### config.mk
export PLATFORM = sky130hd
export DESIGN_NAME = connection_block_cfg
export DESIGN_NICKNAME = d
export VERILOG_FILES = /design/src/rtl/connection_block_cfg.sv
export SDC_FILE = /design/constraint.sdc
export NUM_CORES = 1
export LEC_CHECK = 0
export CORE_ASPECT_RATIO = 0.9
export CORE_MARGIN = 3
export CORE_UTILIZATION = 35
export DETAILED_ROUTE_END_ITERATION = 12
export GPL_TIMING_DRIVEN = 1
export SETUP_SLACK_MARGIN = 0.4
export SYNTH_ARGS = -nofsm -noshare
export SYNTH_HDL_FRONTEND = slang
export SYNTH_SLANG_ARGS = --single-unit
### constraint.sdc
create_clock -name clk -period 2.9 [get_ports clk]
set_clock_uncertainty 0.1 [all_clocks]
set_input_delay 0.435 -clock clk [delete_from_list [all_inputs] [get_ports clk]]
set_output_delay 0.435 -clock clk [all_outputs]
set_load 0.01 [all_outputs]
### src/rtl/connection_block_cfg.sv
// rtl/connection_block_cfg.sv - CLB connection block with scan-loaded, commit-checked routing config
module connection_block_cfg #(
    parameter int WS     = 8,
    parameter int WD     = 8,
    parameter int WG     = 3,
    parameter int CLBIN  = 6,
    parameter int CLBOUT = 1,
    parameter int CLBOS  = 2,
    parameter int CLBOD  = 2,
    parameter int CLBX   = 1
) (
    input  logic              clk,
    input  logic              rst_n,
    input  logic              cfg_en,
    input  logic              cfg_in,
    output logic              cfg_out,
    input  logic              cfg_commit,
    output logic              cfg_done,
    output logic              cfg_err,
    input  logic [WS-1:0]     single_in,
    output logic [WS-1:0]     single_out,
    output logic [WS-1:0]     single_oe,
    input  logic [WD-1:0]     double_in,
    output logic [WD-1:0]     double_out,
    output logic [WD-1:0]     double_oe,
    input  logic [WG-1:0]     global_in,
    input  logic [CLBOUT-1:0] clb0_output,
    input  logic [CLBOUT-1:0] clb1_output,
    input  logic              clb0_cout,
    input  logic              clb1_cout,
    output logic [CLBIN-1:0]  clb0_input,
    output logic [CLBIN-1:0]  clb1_input,
    output logic              clb0_cin,
    output logic              clb1_cin
);
    localparam int SRC      = WS + WD + WG + CLBX * CLBOUT;
    localparam int SEL_W    = $clog2(SRC + 1);
    localparam int OE_W     = CLBOS + CLBOD;
    localparam int OE_BASE  = 2 * CLBIN * SEL_W;
    localparam int CFG_BITS = OE_BASE + 2 * CLBOUT * OE_W;
    localparam int CNT_W    = $clog2(CFG_BITS + 2);
    localparam int WDH      = WD / 2;

    logic [CFG_BITS-1:0]   r_shreg;
    logic [CFG_BITS-1:0]   r_active;
    logic [CNT_W-1:0]      r_cnt;
    logic                  r_done;
    logic                  r_err;

    logic [2**SEL_W-1:0]   w_src0;
    logic [2**SEL_W-1:0]   w_src1;
    logic [2*CLBOUT-1:0]   w_clb_val;
    logic                  w_cnt_full;

    assign w_cnt_full = (r_cnt == CNT_W'(CFG_BITS));

    always_ff @(posedge clk) begin
        if (!rst_n) begin
            r_shreg  <= '0;
            r_active <= '0;
            r_cnt    <= '0;
            r_done   <= 1'b0;
            r_err    <= 1'b0;
        end else begin
            r_done <= 1'b0;
            if (cfg_en) begin
                r_shreg <= {cfg_in, r_shreg[CFG_BITS-1:1]};
            end
            // A commit judges the pre-shift state; a coincident shift is not counted.
            if (cfg_commit) begin
                r_cnt <= '0;
                if (w_cnt_full) begin
                    r_active <= r_shreg;
                    r_done   <= 1'b1;
                end else begin
                    r_err <= 1'b1;
                end
            end else if (cfg_en && (r_cnt != CNT_W'(CFG_BITS + 1))) begin
                r_cnt <= r_cnt + 1'b1;
            end
        end
    end

    assign cfg_out  = r_shreg[0];
    assign cfg_done = r_done;
    assign cfg_err  = r_err;
    assign clb0_cin = clb1_cout;
    assign clb1_cin = clb0_cout;

    // Source index 0 and anything above SRC read as constant 0.
    always_comb begin
        w_src0 = '0;
        w_src1 = '0;
        w_src0[WS:1]             = single_in;
        w_src1[WS:1]             = single_in;
        w_src0[WS+WD:WS+1]       = double_in;
        w_src1[WS+WD:WS+1]       = double_in;
        w_src0[WS+WD+WG:WS+WD+1] = global_in;
        w_src1[WS+WD+WG:WS+WD+1] = global_in;
        if (CLBX != 0) begin
            w_src0[SRC:SRC-CLBOUT+1] = clb1_output;
            w_src1[SRC:SRC-CLBOUT+1] = clb0_output;
        end
    end

    always_comb begin
        clb0_input = '0;
        clb1_input = '0;
        for (int i = 0; i < CLBIN; i++) begin
            clb0_input[i] = w_src0[r_active[i*SEL_W +: SEL_W]];
            clb1_input[i] = w_src1[r_active[(CLBIN+i)*SEL_W +: SEL_W]];
        end
    end

    assign w_clb_val = {clb1_output, clb0_output};

    // Walk drivers from highest to lowest (n,i) so the lowest enabled one lands last.
    always_comb begin
        single_oe  = '0;
        single_out = '0;
        double_oe  = '0;
        double_out = '0;
        for (int d = 2*CLBOUT-1; d >= 0; d--) begin
            for (int k = 0; k < CLBOS; k++) begin
                if (r_active[OE_BASE + d*OE_W + k]) begin
                    single_oe[(k + d*CLBOS) % WS]  = 1'b1;
                    single_out[(k + d*CLBOS) % WS] = w_clb_val[d];
                end
            end
            for (int k = 0; k < CLBOD; k++) begin
                if (r_active[OE_BASE + d*OE_W + CLBOS + k]) begin
                    double_oe[(k + d*CLBOD) % WDH]  = 1'b1;
                    double_out[(k + d*CLBOD) % WDH] = w_clb_val[d];
                end
            end
        end
    end
endmodule
==> impl_metrics.tcl, run 1 <==
set metrics [dict create \
    combPwrFrac_pct 8.9 \
    area_growth_pct 27.4 \
    cts-root-buf "clkbuf_16" \
    worstRegToRegCells 5 \
    r2r-start "r_cnt[3]" \
    status "finished, final reports clean" \
    hpwl_mm 11.9 \
    finalSetupViolCount 0 \
    rows 50 \
    holdPathEnd "r_cnt[3]" \
    grt_start_max_net_pins 70 \
    dp.cells 1085 \
    clk_latency_ns 0.43 \
    cts_tree "done" \
    switching_power_mw 1.08 \
    yosysTopAreaCell "dfxtp_1" \
    drt-initial-drc-count 441 \
    max_slew_margin_pct 61.1 \
    final_layout_size_suffix_gt1_share_pct 25.6 \
    gp_congestion 0.785 \
    min_path_type "in2reg" \
    hp-start "cfg_en" \
    ys_seq_elements 145 \
    num_vias 5916 \
    p_per_area_mw_per_mm2 453 \
    initial_core_util_pct 36.4 \
    die_h_um 147 \
    leakagePower_nw 4.29 \
    syn_area_per_cell_um2 9.81 \
    core_area_mm2 0.0213 \
    synthCells 789 \
    clk_pin_slew_worst_paths_ns 0.06 \
    fin_tns_setup_ns 0 \
    cts-htree-levels 4 \
    arrival_ns 2.02 \
    synth_top_area_share_pct 37.5 \
    synth_warnings 0 \
    chipWidth_um 163 \
    path_class "reg2out" \
    rsz0062_at_grt "true" \
    dieArea_mm2 0.0239 \
    grt_pass1_vias 5587 \
    antenna_found_initial 0 \
    period_share_pct 88.1 \
    cts_sinks 145 \
    drv_cap 0 \
    start_kind "register" \
    end_kind "output port" \
    hold_path_depth 4 \
    tightestPinTransition_ns 0.581 \
    io_buffer_count 56 \
    rrSetupSlack_ns 0.80 \
    synth.area.top_cells "dfxtp_1, mux2i_1, mux4_2" \
    overflow 0 \
    p_sw_share_pct 24.1 \
    layout.cells.non_filler 1154 \
    cts-root-to-sink-buffers 2 \
    numCtsBuffers 17 \
    peakVddDrop_v 0.000234 \
    grt_use_total_pct 16.0 \
    ant_nets 0 \
    cp_max_fo 7 \
    p_int_mw 3.39 \
    drc 0 \
    wl_mm 18.9 \
    crit_chain "mux4_2, mux2i_1, a222oi_1, buf_4, buf_6" \
    ios 77 \
    clkPwrFrac_pct 46.7 \
    layout_min_cycle_time_ns 2.56 \
    viasPerCell 5.13 \
    yosysUniqueCellTypes 37 \
    wl_per_cell_um 16.4 \
    fin_nets 887 \
    cp_data_required_time_ns 2.37 \
    worst_path_largest_cell_delay_ns 0.52 \
    power.share.sequential_pct 44.4 \
    final_hold_viol_count 0 \
    synth.cell_area_mm2 0.00774 \
    seq_area_frac_synth_pct 37.5 \
    rr_endpoint "r_active[67]" \
    antenna_cells 0 \
    grt_pass1_wl_mm 30.5 \
    first_pass_iters 5 \
    clock.fmax_ghz 0.391 \
    final-max-slew-violation-count 0 \
    slowest_stage "a222oi_1" \
]
worst max-delay path by stage:
stage	end	cells past startpoint	start	slack (ns)
CTS	clb1_input[5]	5	r_active[55]	0.32
floorplan	clb0_input[2]	5	global_in[2]	0.86
detailed placement	clb1_input[5]	7	single_in[1]	-0.32
global route	clb1_input[5]	6	r_active[55]	0.27
finish	clb1_input[5]	5	r_active[55]	0.34
global placement	clb1_input[5]	7	single_in[1]	-0.32
registers in the layout, indices dropped and copies added (netlist names):
name      count
cfg_done      1
r_cnt         7
r_shreg      68
cfg_err       1
r_active     68
layout by cell type, fill, tap and decap left out, drive strengths merged, types with 8 or more instances in the layout:
cell type and count:
a211oi 10, a222oi 10, and2 8, buf 101, clkbuf 23, clkdlybuf4s50 22, conb 16, dfxtp 145
dlygate4sd2 12, inv 10, mux2i 171, mux4 36, nand2 35, nor2 147, nor3 12, nor3b 20
nor4 10, nor4bb 10, o32ai 10
layer usage:
metal / GRT usage, % / part of all wire, % / vias up
met2: 24.8 / 46 / 166
li1: - / - / 2913
met3: 4.12 / 5.3 / 23
met1: 22.0 / 47 / 2814
met4: 4.52 / 1.4 / 0
met5: 0 / 0 / -
synth_stat cells:
cell	number
mux2i_1	171
nor2_1	147
dfxtp_1	145
clkbuf_1	51
mux4_2	36
buf_2	35
nand2_1	35
buf_4	26
nor3b_1	20
nor3_1	12
a211oi_1	10
a222oi_1	10
nor4_1	10
nor4bb_1	10
o32ai_1	10
inv_1	9
and2_1	8
a21oi_1	7
nand3_1	4
ha_1	3
nand2b_1	3
nand3b_1	3
nand4_1	3
xor2_1	3
a311oi_1	2
buf_6	2
mux2_2	2
o211a_1	2
o221a_2	2
a21bo_2	1
a31oi_1	1
and3_1	1
conb_1	1
nor4b_2	1
o21ai_0	1
or3b_2	1
xnor2_1	1
layout make-up:
type	instances	area, um^2
well taps	286	358
flip-flops and latches	145	2980
clock inverters	11	110
clock buffers	20	447
repair buffers	147	1580
multi-input cells	536	4350
fillers	2021	11400
inverters	9	36.3
power by group through the flow:
stage               Clock, mW  Combinational [mW]  Sequential (mW)
floorplan                   0               0.201             2.04
global placement            0               0.351             2.04
detailed placement          0               0.350             2.04
CTS                      2.14               0.395             1.99
global route             2.22               0.422             1.98
finish                   2.09               0.398             1.98
through the flow:
stage	hold WS (ns)	cell area, um^2	utilization [%]	worst slack, ns	power, mW
3_3_place_gp	0.356	8780	41.3	-0.316	2.39
3_5_place_dp	0.361	8780	41.3	-0.319	2.39
6_report	0.310	9860	46.4	0.344	4.47
2_1_floorplan	0.379	7790	-	0.863	2.24
4_1_cts	0.302	9780	46.0	0.320	4.52
5_1_grt	0.348	9860	46.4	0.268	4.63
cells by family after synthesis:
| kind of cell | synth area share, % |
|---|---|
| AO/OA/AOI/OAI | 4.90 |
| XOR/XNOR | 0.453 |
| flip-flops | 37.5 |
| multiplexers | 32.9 |
| buffers and inverters | 7.99 |
| adder cells (fa/ha/maj) | 0.485 |
| other | 0.0485 |
| AND/OR/NAND/NOR | 15.7 |
critical path: cells and delay by family, from the launching register on:
family / cells / cell delay [ns]
muxes: 2 / 0.40
AOI/OAI and AO/OA: 1 / 0.52
buffers and inverters: 2 / 0.29
DFF: 1 / 0.38
timing repair:
action	CTS	global route
endpoints found under the setup margin	12	12
pin swaps	15	12
setup buffers	28	4
hold buffers	0	0
cloned	6	0
gates resized for setup	139	26
Power figures use the tool's default switching activity.
==> inputs of run 2 (changes only) <==
- CTS_CLUSTER_DIAMETER: not set -> 50
- PLACE_DENSITY: not set -> 0.62
- SLEW_MARGIN: not set -> 20
==> impl_metrics.tcl, run 2 (synthesis results as in run 1) <==
set metrics [dict create \
    layout_common_cells "mux2i_1, nor2_1, dfxtp_1" \
    period_share_pct 86.8 \
    antenna_found_initial 0 \
    power.share.sequential_pct 43.4 \
    drc 0 \
    num_vias 5937 \
    cp_common_cell "buf_4" \
    r2r-start "r_cnt[4]" \
    top_regs "r_active x68, r_shreg x68, r_cnt x7" \
    overflow 0 \
    finalSetupViolCount 0 \
    gp_congestion 0.781 \
    numCtsBuffers 17 \
    cp_max_fo 5 \
    status "finished, final reports clean" \
    slowest_stage "a222oi_1" \
    final-max-slew-violation-count 0 \
    grt_use_total_pct 16.2 \
    max_slew_margin_pct 53.0 \
    clock.fmax_ghz 0.397 \
    final_layout_size_suffix_gt1_share_pct 25.4 \
    ant_nets 0 \
    start_kind "register" \
    final_hold_viol_count 0 \
    core_area_mm2 0.0213 \
    multi_input_area_mm2 0.00436 \
    chipWidth_um 163 \
    first_pass_iters 7 \
    crit_chain "buf_4, nor4bb_4, nor4_1, a222oi_1, buf_4, buf_2" \
    design_area_mm2 0.00997 \
    grt_pass1_vias 5528 \
    cp_data_required_time_ns 2.37 \
    area_growth_pct 28.9 \
    die_h_um 147 \
    clkPwrFrac_pct 47.4 \
    rows 50 \
    holdPathEnd "r_cnt[3]" \
    clk_latency_ns 0.42 \
    rrSetupSlack_ns 0.67 \
    p_per_area_mw_per_mm2 459 \
    io_buffer_count 56 \
    grt_pass1_wl_mm 30.7 \
    grt_start_max_net_pins 70 \
    fin_nets 876 \
    post_dp_cell_area_mm2 0.00876 \
    cts_hold_buf 0 \
    p_sw_share_pct 23.5 \
    peakVddDrop_v 0.000380 \
    dieArea_mm2 0.0239 \
    leakagePower_nw 4.35 \
    seq_area_mm2 0.00298 \
    combPwrFrac_pct 9.2 \
    cts-root-buf "clkbuf_16" \
    hpwl_mm 11.5 \
    drt-initial-drc-count 517 \
    end_kind "output port" \
    path_class "reg2out" \
    switching_power_mw 1.08 \
    clk_pin_slew_worst_paths_ns 0.06 \
    rsz0062_at_grt "true" \
    timing.hold.ws_ns 0.324 \
    cts_tree "done" \
    antenna_cells 0 \
    cts-htree-levels 4 \
    hp-start "cfg_en" \
    ios 77 \
    arrival_ns 1.98 \
    fillers 2004 \
    final_util_pct 46.9 \
    fin_tns_setup_ns 0 \
    worstRegToRegCells 5 \
    worst_path_largest_cell_delay_ns 0.41 \
    tightestPinTransition_ns 0.703 \
    viasPerCell 5.19 \
    rr_endpoint "r_active[11]" \
    initial_core_util_pct 36.4 \
    drv_cap 0 \
    cts_sinks 145 \
    p_int_mw 3.50 \
    cts-root-to-sink-buffers 2 \
    hold_path_depth 4 \
    min_path_type "in2reg" \
    wl_per_cell_um 17.0 \
    layout_min_cycle_time_ns 2.52 \
    final_common_cell "mux2i_1" \
    wl_mm 19.4 \
]
run 2: cell count changes in the layout (fill, tap and decap cells not counted), sizes merged:
cell and change:
clkbuf -2, bufbuf +6, bufinv +1, buf -12, dlygate4sd2 -1, clkdlybuf4s15 -2
run 2: critical path: cells and delay by family (launching register included):
kind                   cells  cell delay [ns]
DFF                        1             0.37
and+or+nand+nor            2             0.33
AOI/OAI and AO/OA          1             0.41
buffers and inverters      3             0.46
run 2: final cells by class:
type                            count  share of cell area, %
Timing Repair Buffer              136                   16.6
Tap cell                          286                   3.59
Inverter                            9                  0.364
Clock buffer                       20                   4.48
Sequential cell                   145                   29.9
Multi-Input combinational cell    536                   43.8
Clock inverter                     12                   1.34
run 2: per-layer routing:
| metal | vias up | GRT usage, % | part of all wire (%) | wire, um |
|---|---|---|---|---|
| met4 | 0 | 6.47 | 3.0 | 580 |
| met2 | 176 | 25.0 | 46 | 8980 |
| li1 | 2880 | - | - | - |
| met3 | 40 | 3.16 | 4.8 | 931 |
| met5 | - | 0 | 0 | 0 |
| met1 | 2841 | 22.3 | 46 | 8930 |
run 2: repair_timing:
| action | 4_1_cts | 5_1_grt |
|---|---|---|
| gates cloned | 11 | 0 |
| gates resized for setup | 156 | 24 |
| pin swaps | 17 | 15 |
| buffers inserted | 18 | 4 |
| endpoints found under the setup margin | 12 | 12 |
run 2: per-stage QoR:
step           power, mW  instances  setup WS (ns)
2_1_floorplan       2.24        804          0.863
3_3_place_gp        2.39       1079         -0.281
3_5_place_dp        2.39       1079         -0.242
4_1_cts             4.62       1140          0.382
5_1_grt             4.72       1144          0.198
6_report            4.57       1144          0.382
run 2: worst max-delay path by stage:
stage	from	end	slack, ns	cells after the start
after CTS	r_active[55]	clb1_input[5]	0.38	7
after global placement	single_in[1]	clb0_input[1]	-0.28	7
after detailed placement	single_in[1]	clb1_input[5]	-0.24	7
after global routing	r_active[41]	clb1_input[2]	0.20	6
final	r_active[40]	clb1_input[2]	0.38	6
after floorplan	global_in[2]	clb0_input[2]	0.86	5
run 2: power by group through the flow:
stage	combinational, mW	sequential (mW)	clock [mW]
2_1_floorplan	0.201	2.04	0
3_3_place_gp	0.348	2.04	0
3_5_place_dp	0.349	2.04	0
4_1_cts	0.418	1.99	2.21
5_1_grt	0.443	1.98	2.29
6_report	0.419	1.98	2.17
==> inputs of run 3 (changes only) <==
- CORE_UTILIZATION: 35 -> 50
- PLACE_DENSITY: 0.62 -> 0.8
==> impl_metrics.tcl, run 3 (synthesis results as in run 1) <==
set metrics [dict create \
    multi_input_area_mm2 0.00437 \
    numCtsBuffers 17 \
    wl_mm 20.2 \
    layout_min_cycle_time_ns 2.47 \
    area_growth_pct 25.4 \
    io_buffer_count 56 \
    combPwrFrac_pct 9.0 \
    power.share.sequential_pct 42.6 \
    clk_latency_ns 0.43 \
    path_class "reg2out" \
    cts-root-to-sink-buffers 2 \
    tightestPinTransition_ns 0.516 \
    peakVddDrop_v 0.000438 \
    wl_per_cell_um 19.3 \
    status "finished, final reports clean" \
    finalPower_mw 4.65 \
    end_kind "output port" \
    holdPathEnd "cfg_err" \
    final_layout_size_suffix_gt1_share_pct 24.7 \
    dp.cells 985 \
    p_int_mw 3.58 \
    cts-root-buf "clkbuf_16" \
    core_area_mm2 0.0149 \
    cp_max_fo 8 \
    r2r-start "r_cnt[0]" \
    grt_util_met2_pct 36.7 \
    max_slew_margin_pct 65.4 \
    gp_congestion 0.842 \
    switching_power_mw 1.07 \
    final-max-slew-violation-count 0 \
    grtUsageMet1_pct 30.5 \
    chipWidth_um 137 \
    drt-initial-drc-count 728 \
    dieArea_mm2 0.0170 \
    worstRegToRegCells 6 \
    rr_endpoint "r_active[49]" \
    die_h_um 124 \
    p_per_area_mw_per_mm2 479 \
    cts-htree-levels 4 \
    first_pass_iters 7 \
    drv_cap 0 \
    p_sw_share_pct 23.0 \
    final_common_cell "mux2i_1" \
    grt_use_met3_pct 5.86 \
    timing.hold.ws_ns 0.379 \
    grt_start_max_net_pins 61 \
    seq_area_mm2 0.00299 \
    overflow 0 \
    layout.cells.non_filler 1044 \
    grt_use_total_pct 23.6 \
    hold_path_depth 2 \
    final_hold_viol_count 0 \
    fillers 1107 \
    finalSetupViolCount 0 \
    leakagePower_nw 4.26 \
    clock.fmax_ghz 0.405 \
    rsz0062_at_grt "true" \
    ant_nets 0 \
    grt_busiest_layer "met2" \
    num_vias 6263 \
    grt_pass1_vias 5834 \
    fin_nets 864 \
    clkPwrFrac_pct 48.4 \
    clk_pin_slew_worst_paths_ns 0.06 \
    initial_core_util_pct 51.8 \
    start_kind "register" \
    cts_sinks 145 \
    viasPerCell 6.00 \
    cp_data_required_time_ns 2.37 \
    layout_common_cells "mux2i_1, nor2_1, dfxtp_1" \
    cts_tree "done" \
    period_share_pct 85.2 \
    hpwl_mm 11.4 \
    top_regs "r_active x68, r_shreg x68, r_cnt x7" \
    antenna_cells 0 \
    rows 42 \
    arrival_ns 1.94 \
    antenna_found_initial 0 \
    hp-start "cfg_err" \
    drc 0 \
    ios 77 \
    grt_pass1_wl_mm 31.1 \
    min_path_type "reg2reg" \
    rrSetupSlack_ns 0.98 \
]
## run 3: final cells by class
class                           count  area share [%]
Clock inverter                     11            1.59
Timing Repair Buffer              124            15.0
Multi-Input combinational cell    536            45.1
Inverter                            9           0.374
Tap cell                          198            2.55
Sequential cell                   145            30.8
Clock buffer                       21            4.64
## run 3: stage by stage
stage | utilization (%) | instance area, um^2 | setup slack, ns | TNS [ns]
floorplan | - | 7790 | 0.863 | 0
global placement | 57.4 | 8560 | -0.266 | -1.55
detailed placement | 57.4 | 8560 | -0.261 | -1.66
CTS | 64.1 | 9570 | 0.393 | 0
global route | 65.0 | 9700 | 0.331 | 0
finish | 65.0 | 9700 | 0.428 | 0
## run 3: how the worst max path moves through the flow
stage | from | to | slack (ns) | depth (start not counted)
2_1_floorplan | global_in[2] | clb0_input[2] | 0.86 | 5
3_3_place_gp | single_in[1] | clb1_input[3] | -0.27 | 7
3_5_place_dp | single_in[1] | clb1_input[5] | -0.26 | 7
4_1_cts | r_active[55] | clb1_input[5] | 0.39 | 5
5_1_grt | r_active[45] | clb1_input[3] | 0.33 | 5
6_report | r_active[45] | clb1_input[3] | 0.43 | 5
## run 3: per-layer routing
layer  routed length (um)  vias to the layer above
met5                    0                        -
met4                  764                        0
met3                 1600                       63
met2                 9530                      339
met1                 8290                     3004
li1                     -                     2857
## run 3: power by group through the flow
stage | logic, mW | registers (mW) | clock network (mW)
after global routing | 0.436 | 1.98 | 2.37
final | 0.418 | 1.98 | 2.25
after floorplan | 0.201 | 2.04 | 0
after CTS | 0.406 | 1.99 | 2.26
after detailed placement | 0.342 | 2.04 | 0
after global placement | 0.338 | 2.04 | 0
## run 3: critical path, cell delays in order (launching register included)
cell      delay [ns]
dfxtp_4         0.38
mux4_2          0.34
mux2i_1         0.06
a222oi_1        0.45
buf_4           0.19
buf_6           0.09
## run 3: what timing repair did
item | in CTS | in global routing
cloned | 11 | 0
setup buffers | 13 | 3
pin swaps | 10 | 12
endpoints found under the hold margin | 0 | 0
endpoints found under the setup margin | 12 | 11
resized for setup | 123 | 45
hold buffers | 0 | 0
